File: config.mk
export PLATFORM = sky130hd
export DESIGN_NAME = multicycle_adder
export DESIGN_NICKNAME = d
export VERILOG_FILES = /design/src/rtl/adder_pkg.sv /design/src/rtl/full_adder.sv /design/src/rtl/ripple_adder_slice.sv /design/src/rtl/multicycle_adder.sv
export SDC_FILE = /design/constraint.sdc
export NUM_CORES = 1
export LEC_CHECK = 0
export CORE_MARGIN = 2
export CORE_UTILIZATION = 54
export DETAILED_ROUTE_END_ITERATION = 10
export HOLD_SLACK_MARGIN = 0.06
export PLACE_DENSITY = 0.94
export SYNTH_ARGS = -nofsm -noshare
export SYNTH_HDL_FRONTEND = slang
export SYNTH_SLANG_ARGS = --single-unit
File: constraint.sdc
create_clock -name clk -period 11 [get_ports clk]
set_clock_uncertainty 0.2 [all_clocks]
set_input_delay 2.2 -clock clk [delete_from_list [all_inputs] [get_ports clk]]
set_output_delay 2.2 -clock clk [all_outputs]
set_load 0.05 [all_outputs]
File: src/rtl/adder_pkg.sv
// Shared types and helpers for the multi-cycle slice adder.
package adder_pkg;

    // Control states of the multi-cycle adder.
    typedef enum logic [1:0] {
        IDLE = 2'd0,
        RUN  = 2'd1,
        DONE = 2'd2
    } state_t;

    // Number of slices an operand is split into.
    function automatic int slice_count(input int width, input int slice);
        return (slice < 1) ? 1 : width / slice;
    endfunction

    // Slice counter width: at least one bit even for a single slice.
    function automatic int count_width(input int n);
        return (n <= 1) ? 1 : $clog2(n);
    endfunction

endpackage

File: src/rtl/full_adder.sv
// One-bit full adder cell.
module full_adder (
    input  logic i_a,
    input  logic i_b,
    input  logic i_c,
    output logic o_s,
    output logic o_c
);

    assign o_s = i_a ^ i_b ^ i_c;
    assign o_c = (i_a & i_b) | (i_c & (i_a ^ i_b));

endmodule

File: src/rtl/ripple_adder_slice.sv
// SLICE-bit ripple-carry adder built from a chain of full-adder cells.
// Also exposes the carry into its MSB so the caller can form overflow.
module ripple_adder_slice #(
    parameter int SLICE = 4
) (
    input  logic [SLICE-1:0] i_a,
    input  logic [SLICE-1:0] i_b,
    input  logic             i_c,
    output logic [SLICE-1:0] o_sum,
    output logic             o_c,
    output logic             o_c_msb
);

    logic [SLICE:0] w_c;

    assign w_c[0] = i_c;

    for (genvar i = 0; i < SLICE; i++) begin : g_bit
        full_adder u_fa (
            .i_a (i_a[i]),
            .i_b (i_b[i]),
            .i_c (w_c[i]),
            .o_s (o_sum[i]),
            .o_c (w_c[i+1])
        );
    end

    assign o_c     = w_c[SLICE];
    assign o_c_msb = w_c[SLICE-1];

endmodule

File: src/rtl/multicycle_adder.sv
// Multi-cycle adder/subtractor: adds SLICE bits per clock over N = WIDTH/SLICE
// cycles, with a single-entry valid/ready handshake on each side.
module multicycle_adder
    import adder_pkg::*;
#(
    parameter int WIDTH = 16,
    parameter int SLICE = 4
) (
    input  logic             clk,
    input  logic             rst,
    input  logic             in_valid,
    output logic             in_ready,
    input  logic [WIDTH-1:0] a,
    input  logic [WIDTH-1:0] b,
    input  logic             c_in,
    input  logic             sub,
    output logic             out_valid,
    input  logic             out_ready,
    output logic [WIDTH-1:0] f,
    output logic             c_out,
    output logic             ovf,
    output logic             zero
);

    localparam int N          = slice_count(WIDTH, SLICE);
    localparam int CW         = count_width(N);
    localparam int SAFE_SLICE = (SLICE < 1) ? 1 : SLICE;

    if ((SLICE < 1) || ((WIDTH % SAFE_SLICE) != 0)) begin : g_bad_params
        $error("multicycle_adder: WIDTH must be a positive multiple of SLICE");
    end

    state_t           r_state;
    state_t           w_next_state;
    logic [WIDTH-1:0] r_a;
    logic [WIDTH-1:0] r_b;
    logic [WIDTH-1:0] r_f;
    logic [WIDTH-1:0] w_f_next;
    logic             r_carry;
    logic             r_c_out;
    logic             r_ovf;
    logic             r_zero;
    logic [CW-1:0]    r_cnt;
    logic [SLICE-1:0] w_a_slice;
    logic [SLICE-1:0] w_b_slice;
    logic [SLICE-1:0] w_sum;
    logic             w_slice_c;
    logic             w_slice_c_msb;
    logic             w_accept;
    logic             w_last;

    assign w_accept = in_valid && in_ready;
    assign w_last   = (r_cnt == CW'(N - 1));

    // State register.
    always_ff @(posedge clk) begin
        // NOTE: sequential state uses non-blocking assignments so every flop
        // samples pre-edge values regardless of block evaluation order.
        if (rst) begin
            r_state <= IDLE;
        end else begin
            r_state <= w_next_state;
        end
    end

    // Next-state logic.
    always_comb begin
        // NOTE: default assignment first so no path leaves the signal
        // unassigned, which would otherwise infer a latch.
        w_next_state = r_state;
        case (r_state)
            IDLE:    if (in_valid)  w_next_state = RUN;
            RUN:     if (w_last)    w_next_state = DONE;
            DONE:    if (out_ready) w_next_state = IDLE;
            default:                w_next_state = IDLE;
        endcase
    end

    // Handshake outputs decoded from state.
    always_comb begin
        in_ready  = 1'b0;
        out_valid = 1'b0;
        case (r_state)
            IDLE:    in_ready  = 1'b1;
            DONE:    out_valid = 1'b1;
            default: ;
        endcase
    end

    // Select the operand slice addressed by the slice counter.
    always_comb begin
        w_a_slice = '0;
        w_b_slice = '0;
        for (int k = 0; k < N; k++) begin
            if (r_cnt == CW'(k)) begin
                w_a_slice = r_a[k*SLICE +: SLICE];
                w_b_slice = r_b[k*SLICE +: SLICE];
            end
        end
    end

    ripple_adder_slice #(
        .SLICE (SLICE)
    ) u_slice (
        .i_a     (w_a_slice),
        .i_b     (w_b_slice),
        .i_c     (r_carry),
        .o_sum   (w_sum),
        .o_c     (w_slice_c),
        .o_c_msb (w_slice_c_msb)
    );

    // Merge the fresh slice sum into the result word.
    always_comb begin
        w_f_next = r_f;
        for (int k = 0; k < N; k++) begin
            if (r_cnt == CW'(k)) begin
                w_f_next[k*SLICE +: SLICE] = w_sum;
            end
        end
    end

    // Operand capture, per-slice accumulation and final flag capture.
    always_ff @(posedge clk) begin
        if (rst) begin
            r_a     <= '0;
            r_b     <= '0;
            r_f     <= '0;
            r_carry <= 1'b0;
            r_cnt   <= '0;
            r_c_out <= 1'b0;
            r_ovf   <= 1'b0;
            r_zero  <= 1'b1;
        end else if (w_accept) begin
            // Subtraction is a + ~b + ~borrow, so fold sub into b and carry.
            r_a     <= a;
            r_b     <= b ^ {WIDTH{sub}};
            r_carry <= c_in ^ sub;
            r_cnt   <= '0;
        end else if (r_state == RUN) begin
            r_f     <= w_f_next;
            r_carry <= w_slice_c;
            if (w_last) begin
                r_c_out <= w_slice_c;
                r_ovf   <= w_slice_c_msb ^ w_slice_c;
                r_zero  <= (w_f_next == '0);
            end else begin
                r_cnt <= r_cnt + 1'b1;
            end
        end
    end

    assign f     = r_f;
    assign c_out = r_c_out;
    assign ovf   = r_ovf;
    assign zero  = r_zero;

endmodule

Yosys cells after proc, flatten, opt, wreduce, memory -nomap -nowiden --
Index checks and enable logic that the tools add are counted.
Storage, ports and cells: output and inout bits 21, flip-flop bits (word level) 56, input port bits 38, logic and storage cells 73
Cells by class: bitwise gates (word level) 25, reductions and logical operators 10, eq/ne operators 8, add/subtract/negate cells 1, muxes and demuxes 20
Operators with widths (number):
- 2-to-1 mux 4 bit | 12
- logical NOT 16 bit | 1
- XOR 16 bit | 1
- XOR 1 bit | 10
- AND 1 bit | 8
- equality test 2 bit, second input constant | 3
- 2-to-1 mux 2 bit | 3
- inequality test 2 bit, second input constant | 3
- one-hot mux 2 bit (3 select lines) | 1
- AND reduction 3 bit | 2
- equality test 2 x 1 -> 1 bit, second input constant | 2
- logical NOT 2 bit | 2
- 2-to-1 mux 1 bit | 4
- OR 1 bit | 4
- AND reduction 2 bit | 2
- adder 2 x 1 -> 2 bit, second input constant | 1
- NOT 1 bit | 2
- nonzero test 2 bit | 1
- OR reduction 2 bit | 1
- logical AND 1 bit | 1

Longest topological paths before layout --
Gate-level depths: netlist (run 1).
depth in word-level cells 16, gate-level depth with buffers 17, gate-level depth less buffers 15

Modules after synthesis --
Synthesis (run 1) repeated with hierarchy kept, for this count alone.
Unflattened totals: cells, all modules 316, area, all modules 2627.5 µm²
By module, submodules not included:
- multicycle_adder | instances 1, seq. area each 1121.1 µm², cells each 312, area an instance 2547.4 µm²
- full_adder | instances 4, seq. area each 0.0 µm², cells each 1, area an instance 20.0 µm²

Worst setup path before layout (run 1) --
OpenSTA, ideal clock, no wires.
kind reg2reg, start register r_cnt[0], end register r_zero, in the netlist zero, clock period less this slack 3630 ps, data arrival time 3345 ps, library setup time 84 ps, path buffers 2, setup slack 7370 ps, data required time 10716 ps, cell stages (with the launch flop) 17, path through dfxtp_1 > ha_1 > buf_2 > buf_2 > nand2_1 > a21oi_1 > a21oi_1 > o21ai_0 > fa_1 > inv_1 > fa_1 > inv_1 > fa_1 > nor3b_2 > a22oi_1 > or3_1 > o31ai_2
Between the ends: cells in the longest elaborated chain, start to end 15, elaborated cells on any way between the ends 35, classes of those cells eq/ne: 3; mux: 12; bitwise: 17; reduce/logical: 3
RTL lines:
- start, declared | RTL line multicycle_adder.sv:43 | logic [CW-1:0] r_cnt;
- start signal, assigned | RTL line multicycle_adder.sv:148 | r_cnt <= r_cnt + 1'b1;
- logical NOT 2 bit | RTL line multicycle_adder.sv:95, multicycle_adder.sv:117
- 2-to-1 mux 4 bit (4 in a row) | RTL line multicycle_adder.sv:95 | if (r_cnt == CW'(k)) begin
- XOR 1 bit | RTL line full_adder.sv:10, full_adder.sv:11
- AND 1 bit | RTL line full_adder.sv:11 | assign o_c = (i_a & i_b) | (i_c & (i_a ^ i_b));
- OR 1 bit | RTL line full_adder.sv:11
- AND 1 bit | RTL line full_adder.sv:11
- OR 1 bit | RTL line full_adder.sv:11
- AND 1 bit | RTL line full_adder.sv:11
- OR 1 bit | RTL line full_adder.sv:11
- XOR 1 bit | RTL line full_adder.sv:10 | assign o_s = i_a ^ i_b ^ i_c;
- 2-to-1 mux 4 bit | RTL line multicycle_adder.sv:117 | if (r_cnt == CW'(k)) begin
- logical NOT 16 bit | RTL line multicycle_adder.sv:146 | r_zero <= (w_f_next == '0);
- end signal, assigned | RTL line multicycle_adder.sv:146
- end, declared | RTL line multicycle_adder.sv:42 | logic r_zero;
Several ways; a longest one is shown, not always the timed one. A chain may end at the register's enable or synchronous reset.

Worst setup path after layout (run 1) --
Ends and elaborated chain as after synthesis.

==> metrics.md, run 1 <==
| Metric | Value |
|---|---|
| H-Tree Depth | 2 |
| Core ar. | 0.00479 mm^2 |
| Vias | 2392 |
| Clk buf depth | 2 |
| Avg Cell Area, Syn | 8.39 um^2 |
| Final setup viols | 0 |
| Setup TNS | 0 ps |
| DIE WIDTH | 75.0 um |
| Largest net degree at the start of global routing | 57 |
| Final Hold Viols | 0 |
| Final worst path period share | 39.0% |
| Reg2reg start | r_cnt[0]$_SDFFE_PP0P_ |
| CTS tree | done |
| Effective utilization at floorplan | 56.8% |
| Multi-input gate area | 0.00141 mm^2 |
| Port Buf Inserts | 58 |
| Lkg Pwr | 1.19 nW |
| Routed WL per cell | 14.3 um |
| Clk sink count | 56 |
| Number of max-cap violations | 0 |
| Clk_lat worst skew | 320 ps |
| Cell variety after synth | 36 |
| Critical path class | reg -> reg |
| TritonCTS buffer count | 5 |
| Cts hold-fix bufs | 0 |
| CP Cell Sequence | ha_1 -> nand2_1 -> a21oi_1 -> a21oi_1 -> o21ai_0 -> fa_1 -> inv_1 -> fa_1 -> inv_1 -> fa_1 -> nor3b_2 -> a22oi_1 -> or3_1 -> o31ai_2 |
| Fmax | 0.233 GHz |
| Hold slack final | 256 ps |
| Worst Path Arrival | 4340 ps |
| Max Slew Vio Count | 0 |
| PD cells | 133 mW/mm^2 |
| CP dominant cell by count | fa_1 |
| # diodes | 0 |
| Reg2reg path depth | 14 |
| CTS Root Cell | clkbuf_8 |
| FF-to-FF End | zero$_SDFFE_PP1P_ |
| Number of core rows | 25 |
| First-pass GRT wire length | 9890 um |
| Vias per Instance | 5.54 |
| Worst Hold Class | reg -> reg |
| Clock-pin slew on the worst setup and hold paths | 100 ps |
| FF+latch count, synth | 56 |
| Detailed-route DRC error count | 0 |
| Final WL | 6170 um |
| Cell count after synthesis | 324 |
| Crit-path max cell delay | 740 ps |
| Initial antenna violation count | 0 |
| Worst Setup SP | r_cnt[0]$_SDFFE_PP0P_ |
| Sequential Area | 0.00112 mm^2 |
| Fill count | 387 |
| Peak VDD IR | 0.0671 mV |
| DIE AREA | 0.00562 mm^2 |
| Critical Path RT | 11040 ps |
| Ratio of cells with drive above 1 in the final layout | 3.56% |
| I/O Pins | 59 |
| CP max-delay cell | ha_1 |
| Total GRT Usage | 23.1% |
| Crit path time final | 4300 ps |
| P&R area growth vs syn | 21.8% |
| Sequential area share after synthesis | 41.2% |
| Post-synthesis net count | 370 |
| Mapped cell area | 0.00272 mm^2 |
| Post-route ant nets | 0 |
| Slew headroom | 29.3% |
| RSZ-0062 raised after global routing | no |
| Worst slew pin tran | 1060 ps |
| Die Y | 75.0 um |
| Worst setup SP type | register |
| Iteration-0 DRC Markers | 235 |
| Setup bufs post-CTS | 0 |
| Status | finished clean |
| Yosys warns | 0 |
| Crit-path max FO | 23 |
| Grt total ovfl | 0 |
| Placer congestion estimate | 0.841 |
| Worst R2R Setup Slack | 6700 ps |
| Post-cts sizing count | 0 |
| Worst Setup EP | zero$_SDFFE_PP1P_ |
| Number of global-route vias before repair | 2227 |
| Drt first pass iters | 5 |
| Final net count | 410 |
| Worst Setup End Kind | register |
| Post-DP HPWL | 4340 um |
[logic make-up (layout without fill, tap and decap cells)]
kind of cell    Yosys count  count (layout)  synth area share [%]
compound gates           80              80                  17.8
xor+xnor                 19              19                  6.12
fa+ha+maj                 8               8                  4.79
buf+inv                  32              73                  6.99
flops                    56              56                  41.2
mux                       8               8                  2.95
simple gates            121             121                  20.2
[metal layers]
layer	track usage, %	wire length (um)	vias to the layer above
li1	-	-	1182
met1	29.1	2700	1108
met2	38.7	2980	85
met3	5.22	371	17
met4	8.53	114	0
met5	0	0	-
[cell usage after synthesis, drive strengths merged]
cell type,instances,area [um^2]
ha,4,50.1
nand2,61,229
a22oi,1,7.51
fa,4,80.1
dfxtp,56,1120
mux2i,8,80.1
and3b,1,10.0
or3,1,6.26
nand3,4,20.0
o221ai,1,8.76
a211oi,19,143
nor4,3,25.0
nor2b,6,37.5
nand3b,6,45.0
a221oi,2,17.5
xnor2,18,158
buf,12,71.3
inv,6,22.5
nor2,28,105
o31ai,2,20.0
nor3,5,25.0
xor2,1,8.76
nor3b,1,12.5
a311oi,3,26.3
nand2b,2,12.5
and2b,1,7.51
o21ai,7,35.0
clkbuf,14,96.3
and2,2,12.5
a21oi,45,225
[worst max-delay path, delay by kind of cell (launching register included)]
| family | cells | cell delay (ps) |
|---|---|---|
| adders and majority gates | 4 | 1870 |
| and+or+nand+nor | 3 | 800 |
| AOI/OAI and AO/OA | 5 | 800 |
| DFF | 1 | 420 |
| buffers and inverters | 2 | 130 |
[where the power goes]
part           switching, mW  leakage (nW)  internal [mW]
Sequential           0.00748         0.459          0.215
Combinational         0.0552         0.684         0.0434
Clock                 0.0670        0.0445         0.0513
[layout by cell type (no fill, tap or decap), types with 2 or more instances in the layout]
cell and count:
nand2_1 61, clkdlybuf4s50_1 57, dfxtp_1 56, a21oi_1 45, nor2_1 28, a211oi_1 19, xnor2_1 18, mux2i_1 8
o21ai_0 7, inv_1 6, nor2b_1 6, nand3b_1 6, clkbuf_8 6, nor3_1 5, nand3_1 4, fa_1 4
ha_1 4, a311oi_1 3, a221oi_1 2, and2_1 2, nand2b_1 2, nor4_1 2
[layout make-up]
class	count	area share, %
multi-input cells	236	42.5
flip-flops and latches	56	33.8
repair buffers	59	17.6
clock buffers	7	2.61
well taps	67	2.53
inverters	6	0.680
clock inverters	1	0.227
[registers in the layout, summed over array words and instances, names as in the netlist]
| name | count |
|---|---|
| r_state | 2 |
| r_carry | 1 |
| f | 16 |
| c_out | 1 |
| r_b | 16 |
| r_a | 16 |
| r_cnt | 2 |
| zero | 1 |
| ovf | 1 |
[how the worst min path moves through the flow]
stage | from | to | slack [ps] | depth (start not counted)
floorplan | r_a[1]$_SDFFE_PP0P_ | r_a[1]$_SDFFE_PP0P_ | 230 | 2
global placement | r_a[11]$_SDFFE_PP0P_ | r_a[11]$_SDFFE_PP0P_ | 240 | 2
detailed placement | r_a[1]$_SDFFE_PP0P_ | r_a[1]$_SDFFE_PP0P_ | 240 | 2
CTS | r_a[1]$_SDFFE_PP0P_ | r_a[1]$_SDFFE_PP0P_ | 260 | 2
global route | r_a[13]$_SDFFE_PP0P_ | r_a[13]$_SDFFE_PP0P_ | 270 | 2
finish | r_a[1]$_SDFFE_PP0P_ | r_a[1]$_SDFFE_PP0P_ | 260 | 2
[stage by stage]
stage                     setup WS (ps)  util, %  total power, mW  cell area (um^2)  cells
after floorplan                    7370        -            0.294              2720    324
after global placement             6800     67.2            0.320              3220    424
after detailed placement           6690     67.2            0.324              3220    424
after CTS                          6730     69.2            0.437              3310    432
after global routing               6420     69.2            0.455              3310    432
final                              6700     69.2            0.439              3310    432
(Power assumes the default switching activity.)
==> run 2: changes to the inputs <==
--- a/config.mk
+++ b/config.mk
@@ -6,10 +6,10 @@
 export NUM_CORES = 1
 export LEC_CHECK = 0
 export CORE_MARGIN = 2
-export CORE_UTILIZATION = 54
+export CORE_UTILIZATION = 50
 export DETAILED_ROUTE_END_ITERATION = 10
 export HOLD_SLACK_MARGIN = 0.06
-export PLACE_DENSITY = 0.94
+export PLACE_DENSITY = 0.89
 export SYNTH_ARGS = -nofsm -noshare
 export SYNTH_HDL_FRONTEND = slang
 export SYNTH_SLANG_ARGS = --single-unit
==> constraint.sdc (replaced) <==
create_clock -name clk -period 4.2 [get_ports clk]
set_clock_uncertainty 0.2 [all_clocks]
set_input_delay 0.84 -clock clk [delete_from_list [all_inputs] [get_ports clk]]
set_output_delay 0.84 -clock clk [all_outputs]
set_load 0.05 [all_outputs]
==> run 2 against run 1 <==
Net effect: total power rose to 2.6 times the previous value; setup slack lost 6300 ps; fmax grew 12%; clock power grew to 2.5 times the previous value; critical endpoint unchanged.
==> metrics.md, run 2 (synthesis results as in run 1) <==
| Metric | Value |
|---|---|
| Total GRT Usage | 20.5% |
| CP delay by family, top | adder cells |
| Final setup viols | 0 |
| Max Slew Vio Count | 0 |
| Post-route ant nets | 0 |
| CTS Root Cell | clkbuf_8 |
| Drt first pass iters | 4 |
| CP max-delay cell | fa_1 |
| RSZ-0062 raised after global routing | no |
| Crit-path max FO | 17 |
| HP Start | f[15]$_SDFFE_PP0P_ |
| Setup TNS | 0 ps |
| Initial antenna violation count | 0 |
| Die Y | 77.7 um |
| Effective utilization at floorplan | 52.6% |
| Lkg Pwr | 1.21 nW |
| Fmax | 0.261 GHz |
| Detailed-route DRC error count | 0 |
| Routed WL per cell | 13.2 um |
| Core ar. | 0.00517 mm^2 |
| Final worst path period share | 91.1% |
| Clk_lat worst skew | 310 ps |
| P&R area growth vs syn | 23.3% |
| Worst setup SP type | register |
| DIE WIDTH | 77.7 um |
| # diodes | 0 |
| Final Hold Viols | 0 |
| Placed Cells incl. Taps | 432 |
| Vias per Instance | 5.46 |
| Most common cell after layout, fill and taps aside | nand2_1 |
| TritonCTS buffer count | 5 |
| Worst R2R Setup Slack | 370 ps |
| Clk buf depth | 2 |
| Final net count | 415 |
| Sequential Area | 0.00112 mm^2 |
| Placer congestion estimate | 0.860 |
| Worst Setup End Kind | register |
| Peak VDD IR | 0.170 mV |
| CP Buf/Inv Count | 3 |
| Number of core rows | 26 |
| Post-cts sizing count | 0 |
| Hold path depth | 2 |
| Final instance area | 0.00335 mm^2 |
| Largest net degree at the start of global routing | 57 |
| CP Cell Sequence | inv_1 -> ha_1 -> a21oi_1 -> a21oi_1 -> o21ai_0 -> fa_1 -> inv_1 -> fa_1 -> inv_1 -> fa_1 -> fa_1 -> o21ai_0 -> o221ai_1 -> o31ai_2 |
| CP dominant cell by count | fa_1 |
| PD cells | 339 mW/mm^2 |
| Crit path time final | 3830 ps |
| Worst slew pin tran | 946 ps |
| Cts hold-fix bufs | 0 |
| DIE AREA | 0.00604 mm^2 |
| Reg2reg path depth | 14 |
| Worst Hold Path EP | f[15]$_SDFFE_PP0P_ |
| Slew headroom | 37.0% |
| Number of max-cap violations | 0 |
| CTS tree | done |
| Setup bufs post-CTS | 0 |
| Post-DP Area | 0.00326 mm^2 |
| Post-DP HPWL | 4330 um |
| H-Tree Depth | 2 |
| I/O Pins | 59 |
| Ratio of cells with drive above 1 in the final layout | 4.86% |
| Worst Path Arrival | 3860 ps |
| Worst Hold Class | reg -> reg |
| Fill count | 433 |
| Status | finished clean |
| Iteration-0 DRC Markers | 116 |
| Port Buf Inserts | 58 |
| Multi-input gate area | 0.00141 mm^2 |
| Reg2reg start | r_cnt[0]$_SDFFE_PP0P_ |
| Critical Path RT | 4240 ps |
| FF-to-FF End | zero$_SDFFE_PP1P_ |
| First-pass GRT wire length | 9990 um |
| Power, Total | 1.14 mW |
| Clk sink count | 56 |
| Most frequent cells in the layout | nand2_1, clkdlybuf4s50_1, dfxtp_1 |
| Grt total ovfl | 0 |
| Critical path class | reg -> reg |
| Clock-pin slew on the worst setup and hold paths | 90 ps |
| Crit-path max cell delay | 560 ps |
| Vias | 2401 |
| Number of global-route vias before repair | 2297 |
| Fin cells | 440 |
| Final WL | 5820 um |
[run 2: changes by cell type in the layout (fill, tap and decap cells not counted), sizes merged]
| cell | change |
|---|---|
| buf | +5 |
| clkinvlp | -1 |
| clkbuf | +1 |
[run 2: worst max path at each step]
stage                           from           endpoint  slack [ps]  cells past startpoint
3_3_place_gp   r_cnt[1]$_SDFFE_PP0P_  zero$_SDFFE_PP1P_         460                     15
6_report       r_cnt[0]$_SDFFE_PP0P_  zero$_SDFFE_PP1P_         370                     14
5_1_grt        r_cnt[0]$_SDFFE_PP0P_  zero$_SDFFE_PP1P_         100                     14
2_1_floorplan  r_cnt[0]$_SDFFE_PP0P_  zero$_SDFFE_PP1P_         570                     16
4_1_cts        r_cnt[1]$_SDFFE_PP0P_  zero$_SDFFE_PP1P_         300                     15
3_5_place_dp   r_cnt[1]$_SDFFE_PP0P_  zero$_SDFFE_PP1P_         310                     15
[run 2: through the flow]
step / hold WS (ps) / setup slack, ps / util, %
2_1_floorplan: 232 / 570 / -
3_3_place_gp: 243 / 457 / 63.0
3_5_place_dp: 249 / 312 / 63.0
4_1_cts: 261 / 296 / 64.8
5_1_grt: 281 / 98.4 / 64.8
6_report: 264 / 373 / 64.8
[run 2: worst min-delay path: cells and delay by family, from the launching register on]
family | cells | cell delay, ps
DFF | 1 | 320
AOI/OAI and AO/OA | 1 | 50
and+or+nand+nor | 1 | 50
[run 2: area by class of cell]
type                       count  area share [%]
clock buffer                   8            2.69
timing repair buffer          64            18.5
inverter                       6           0.672
sequential                    56            33.4
multi-input combinational    236            42.1
tap                           70            2.61
[run 2: per-layer routing]
metal / track usage, % / part of all wire (%) / up-vias
li1: - / - / 1187
met1: 25.1 / 45 / 1128
met2: 34.2 / 48 / 72
met3: 4.65 / 4.6 / 14
met4: 9.29 / 2.5 / 0
met5: 0 / 0 / -
[run 2: power breakdown]
group	total, mW	leakage [nW]	switching (mW)	internal (mW)
Clock	0.299	0.0455	0.164	0.135
Combinational	0.255	0.708	0.139	0.117
Sequential	0.584	0.459	0.0217	0.562
==> run 3: changes to the inputs <==
--- a/config.mk
+++ b/config.mk
@@ -12,4 +12,5 @@
 export PLACE_DENSITY = 0.89
 export SYNTH_ARGS = -nofsm -noshare
 export SYNTH_HDL_FRONTEND = slang
+export SYNTH_HIERARCHICAL = 1
 export SYNTH_SLANG_ARGS = --single-unit
==> run 3 against run 2 <==
Net effect: total power rose by 3.3%; cell count down 1.6%; fmax is 4.3% lower; critical path type unchanged; critical endpoint unchanged; largest power group unchanged.
==> metrics.md, run 3 <==
| Metric | Value |
|---|---|
| Most common cell after layout, fill and taps aside | clkdlybuf4s50_1 |
| Largest cells by area after synthesis | dfxtp_1, nand2_1, a21oi_1 |
| DP Worst Slack | 95.8 ps |
| H-Tree Depth | 2 |
| Multi-input gate area | 0.00142 mm^2 |
| Number of global-route vias before repair | 2092 |
| Port Buf Inserts | 58 |
| Lkg Pwr | 1.31 nW |
| DIE WIDTH | 76.5 um |
| DIE AREA | 0.00585 mm^2 |
| Final worst path period share | 95.2% |
| Worst setup SP type | register |
| Fmax | 0.250 GHz |
| Die Y | 76.5 um |
| Slew headroom | 36.1% |
| Clk sink count | 56 |
| Sequential Area | 0.00112 mm^2 |
| Fill count | 447 |
| FF+latch count, synth | 56 |
| Core ar. | 0.00507 mm^2 |
| # diodes | 0 |
| Yosys warns | 6 |
| Cell variety after synth | 28 |
| Number of core rows | 26 |
| Clk buf depth | 2 |
| I/O Pins | 59 |
| Sequential area share after synthesis | 42.7% |
| Critical Path RT | 4250 ps |
| Drt first pass iters | 4 |
| Setup bufs post-CTS | 0 |
| Most used DFF post-synth | dfxtp_1 |
| Mapped cell area | 0.00263 mm^2 |
| Fin worst setup slack | 203 ps |
| Critical path class | reg -> reg |
| Status | finished clean |
| Grt total ovfl | 0 |
| Crit path time final | 4000 ps |
| Vias per Instance | 5.28 |
| Final net count | 409 |
| Total GRT Usage | 20.0% |
| Cell count after synthesis | 316 |
| Post-synth top area cell | dfxtp_1 |
| P_int | 0.851 mW |
| Worst Path Arrival | 4050 ps |
| Final WL | 5650 um |
| Async S/R FF share, synth | 0% |
| Worst R2R Setup Slack | 200 ps |
| Avg Cell Area, Syn | 8.31 um^2 |
| Synth top cells by count | dfxtp_1, nand2_1, nor2_1 |
| Most frequent cell after synthesis | dfxtp_1 |
| Number of max-cap violations | 0 |
| Worst Setup EP | zero$_SDFFE_PP1P_ |
| Crit-path max FO | 8 |
| Peak VDD IR | 0.171 mV |
| Combinational power share | 21.1% |
| Switching Power | 0.324 mW |
| Worst slew pin tran | 958 ps |
| Reg2reg start | r_cnt[1]$_SDFFE_PP0P_ |
| Most frequent cells in the layout | clkdlybuf4s50_1, dfxtp_1, nand2_1 |
| Final setup viols | 0 |
| Routed WL per cell | 13.0 um |
| First-pass GRT wire length | 9570 um |
| Sequential Power Share | 49.5% |
| Final Hold Viols | 0 |
| PD cells | 350 mW/mm^2 |
| CTS Root Cell | clkbuf_8 |
| Post-synthesis net count | 363 |
| Clock-pin slew on the worst setup and hold paths | 100 ps |
| Setup TNS | 0 ps |
| Worst Setup SP | r_cnt[1]$_SDFFE_PP0P_ |
| Iteration-0 DRC Markers | 165 |
| P&R area growth vs syn | 27.8% |
| Ratio of cells with drive above 1 in the final layout | 5.23% |
| Switching Share | 27.6% |
| Post-DP HPWL | 4070 um |
| Max Slew Vio Count | 0 |
| Reg2reg path depth | 12 |
| Vias | 2285 |
| EDFF count, synth | 0 |
| Power share of the clock group | 29.5% |
| TritonCTS buffer count | 5 |
| RSZ-0062 raised after global routing | no |
| Post-synth top area share | 42.7% |
| Worst Setup End Kind | register |
| FF-to-FF End | zero$_SDFFE_PP1P_ |
| Post-route ant nets | 0 |
| Largest net degree at the start of global routing | 57 |
| Effective utilization at floorplan | 51.8% |
| CTS tree | done |
| Worst Hold Class | reg -> reg |
| Clk_lat worst skew | 310 ps |
| Initial antenna violation count | 0 |
| Detailed-route DRC error count | 0 |
| Placer congestion estimate | 0.829 |
-- run 3: cell count changes in the layout (fill, tap and decap cells not counted), moves of 3 or more --
cell      before  now
a21oi_1       45   38
a311oi_1       3    0
inv_1          6    2
mux2i_1        8   18
nand2_1       61   54
nor2_1        28   42
nor2b_1        6    2
-- run 3: worst min-delay path by stage --
stage	slack (ps)	from	endpoint	depth (start not counted)
2_1_floorplan	240	r_a[0]$_SDFFE_PP0P_	r_a[0]$_SDFFE_PP0P_	2
3_3_place_gp	240	c_out$_SDFFE_PP0P_	c_out$_SDFFE_PP0P_	2
3_5_place_dp	250	r_a[2]$_SDFFE_PP0P_	r_a[2]$_SDFFE_PP0P_	2
4_1_cts	260	r_a[2]$_SDFFE_PP0P_	r_a[2]$_SDFFE_PP0P_	2
5_1_grt	280	r_a[15]$_SDFFE_PP0P_	r_a[15]$_SDFFE_PP0P_	2
6_report	260	r_a[2]$_SDFFE_PP0P_	r_a[2]$_SDFFE_PP0P_	2
-- run 3: metrics by stage --
step | hold WS (ps) | utilization, % | std cells | area, um^2 | power [mW]
floorplan | 236 | - | 316 | 2630 | 0.754
global placement | 243 | 63.5 | 425 | 3220 | 0.826
detailed placement | 250 | 63.5 | 425 | 3220 | 0.833
CTS | 264 | 65.7 | 433 | 3330 | 1.18
global route | 284 | 66.1 | 433 | 3360 | 1.23
finish | 260 | 66.1 | 433 | 3360 | 1.18
-- run 3: per-layer routing --
metal,share of wire (%),routed length [um],track usage [%]
met2,49,2770,34.0
met1,44,2460,25.4
met4,1.5,82,6.36
met3,6.0,337,4.27
met5,0,0,0
-- run 3: cells by family after synthesis --
group	after synthesis	synth area share, %
muxes	18	6.86
and+or+nand+nor	122	20.1
AOI/OAI and AO/OA	67	14.6
buffers and inverters	25	4.05
xor gates and xnor gates	19	6.33
DFF	56	42.7
adders and majority gates	9	5.43
-- run 3: power groups by stage --
stage | clock network, mW | registers [mW] | logic [mW]
after floorplan | 0 | 0.601 | 0.153
after global placement | 0 | 0.592 | 0.234
after detailed placement | 0 | 0.593 | 0.240
after CTS | 0.355 | 0.581 | 0.242
after global routing | 0.376 | 0.586 | 0.271
final | 0.346 | 0.582 | 0.248
-- run 3: area by class of cell --
class,instances,share of cell area [%]
multi-input cells,235,42.4
repair buffers,62,18.0
inverters,2,0.224
well taps,70,2.61
flip-flops and latches,56,33.4
clock inverters,3,1.27
clock buffers,5,2.05
-- run 3: timing repair --
item                                    4_1_cts  5_1_grt
hold buffers                                  0        0
endpoints found under the setup margin        0        1
gates resized for setup                       0        6
-- run 3: worst max-delay path, stage by stage, from the launching register on --
cell      delay (ps)
dfxtp_1          390
inv_1            120
ha_2             250
nand3b_1         100
a21oi_1           70
a21oi_1          130
o21ai_0          130
fa_1             450
fa_1             400
fa_1             420
fa_1             560
or4_1            570
o21ai_1          160
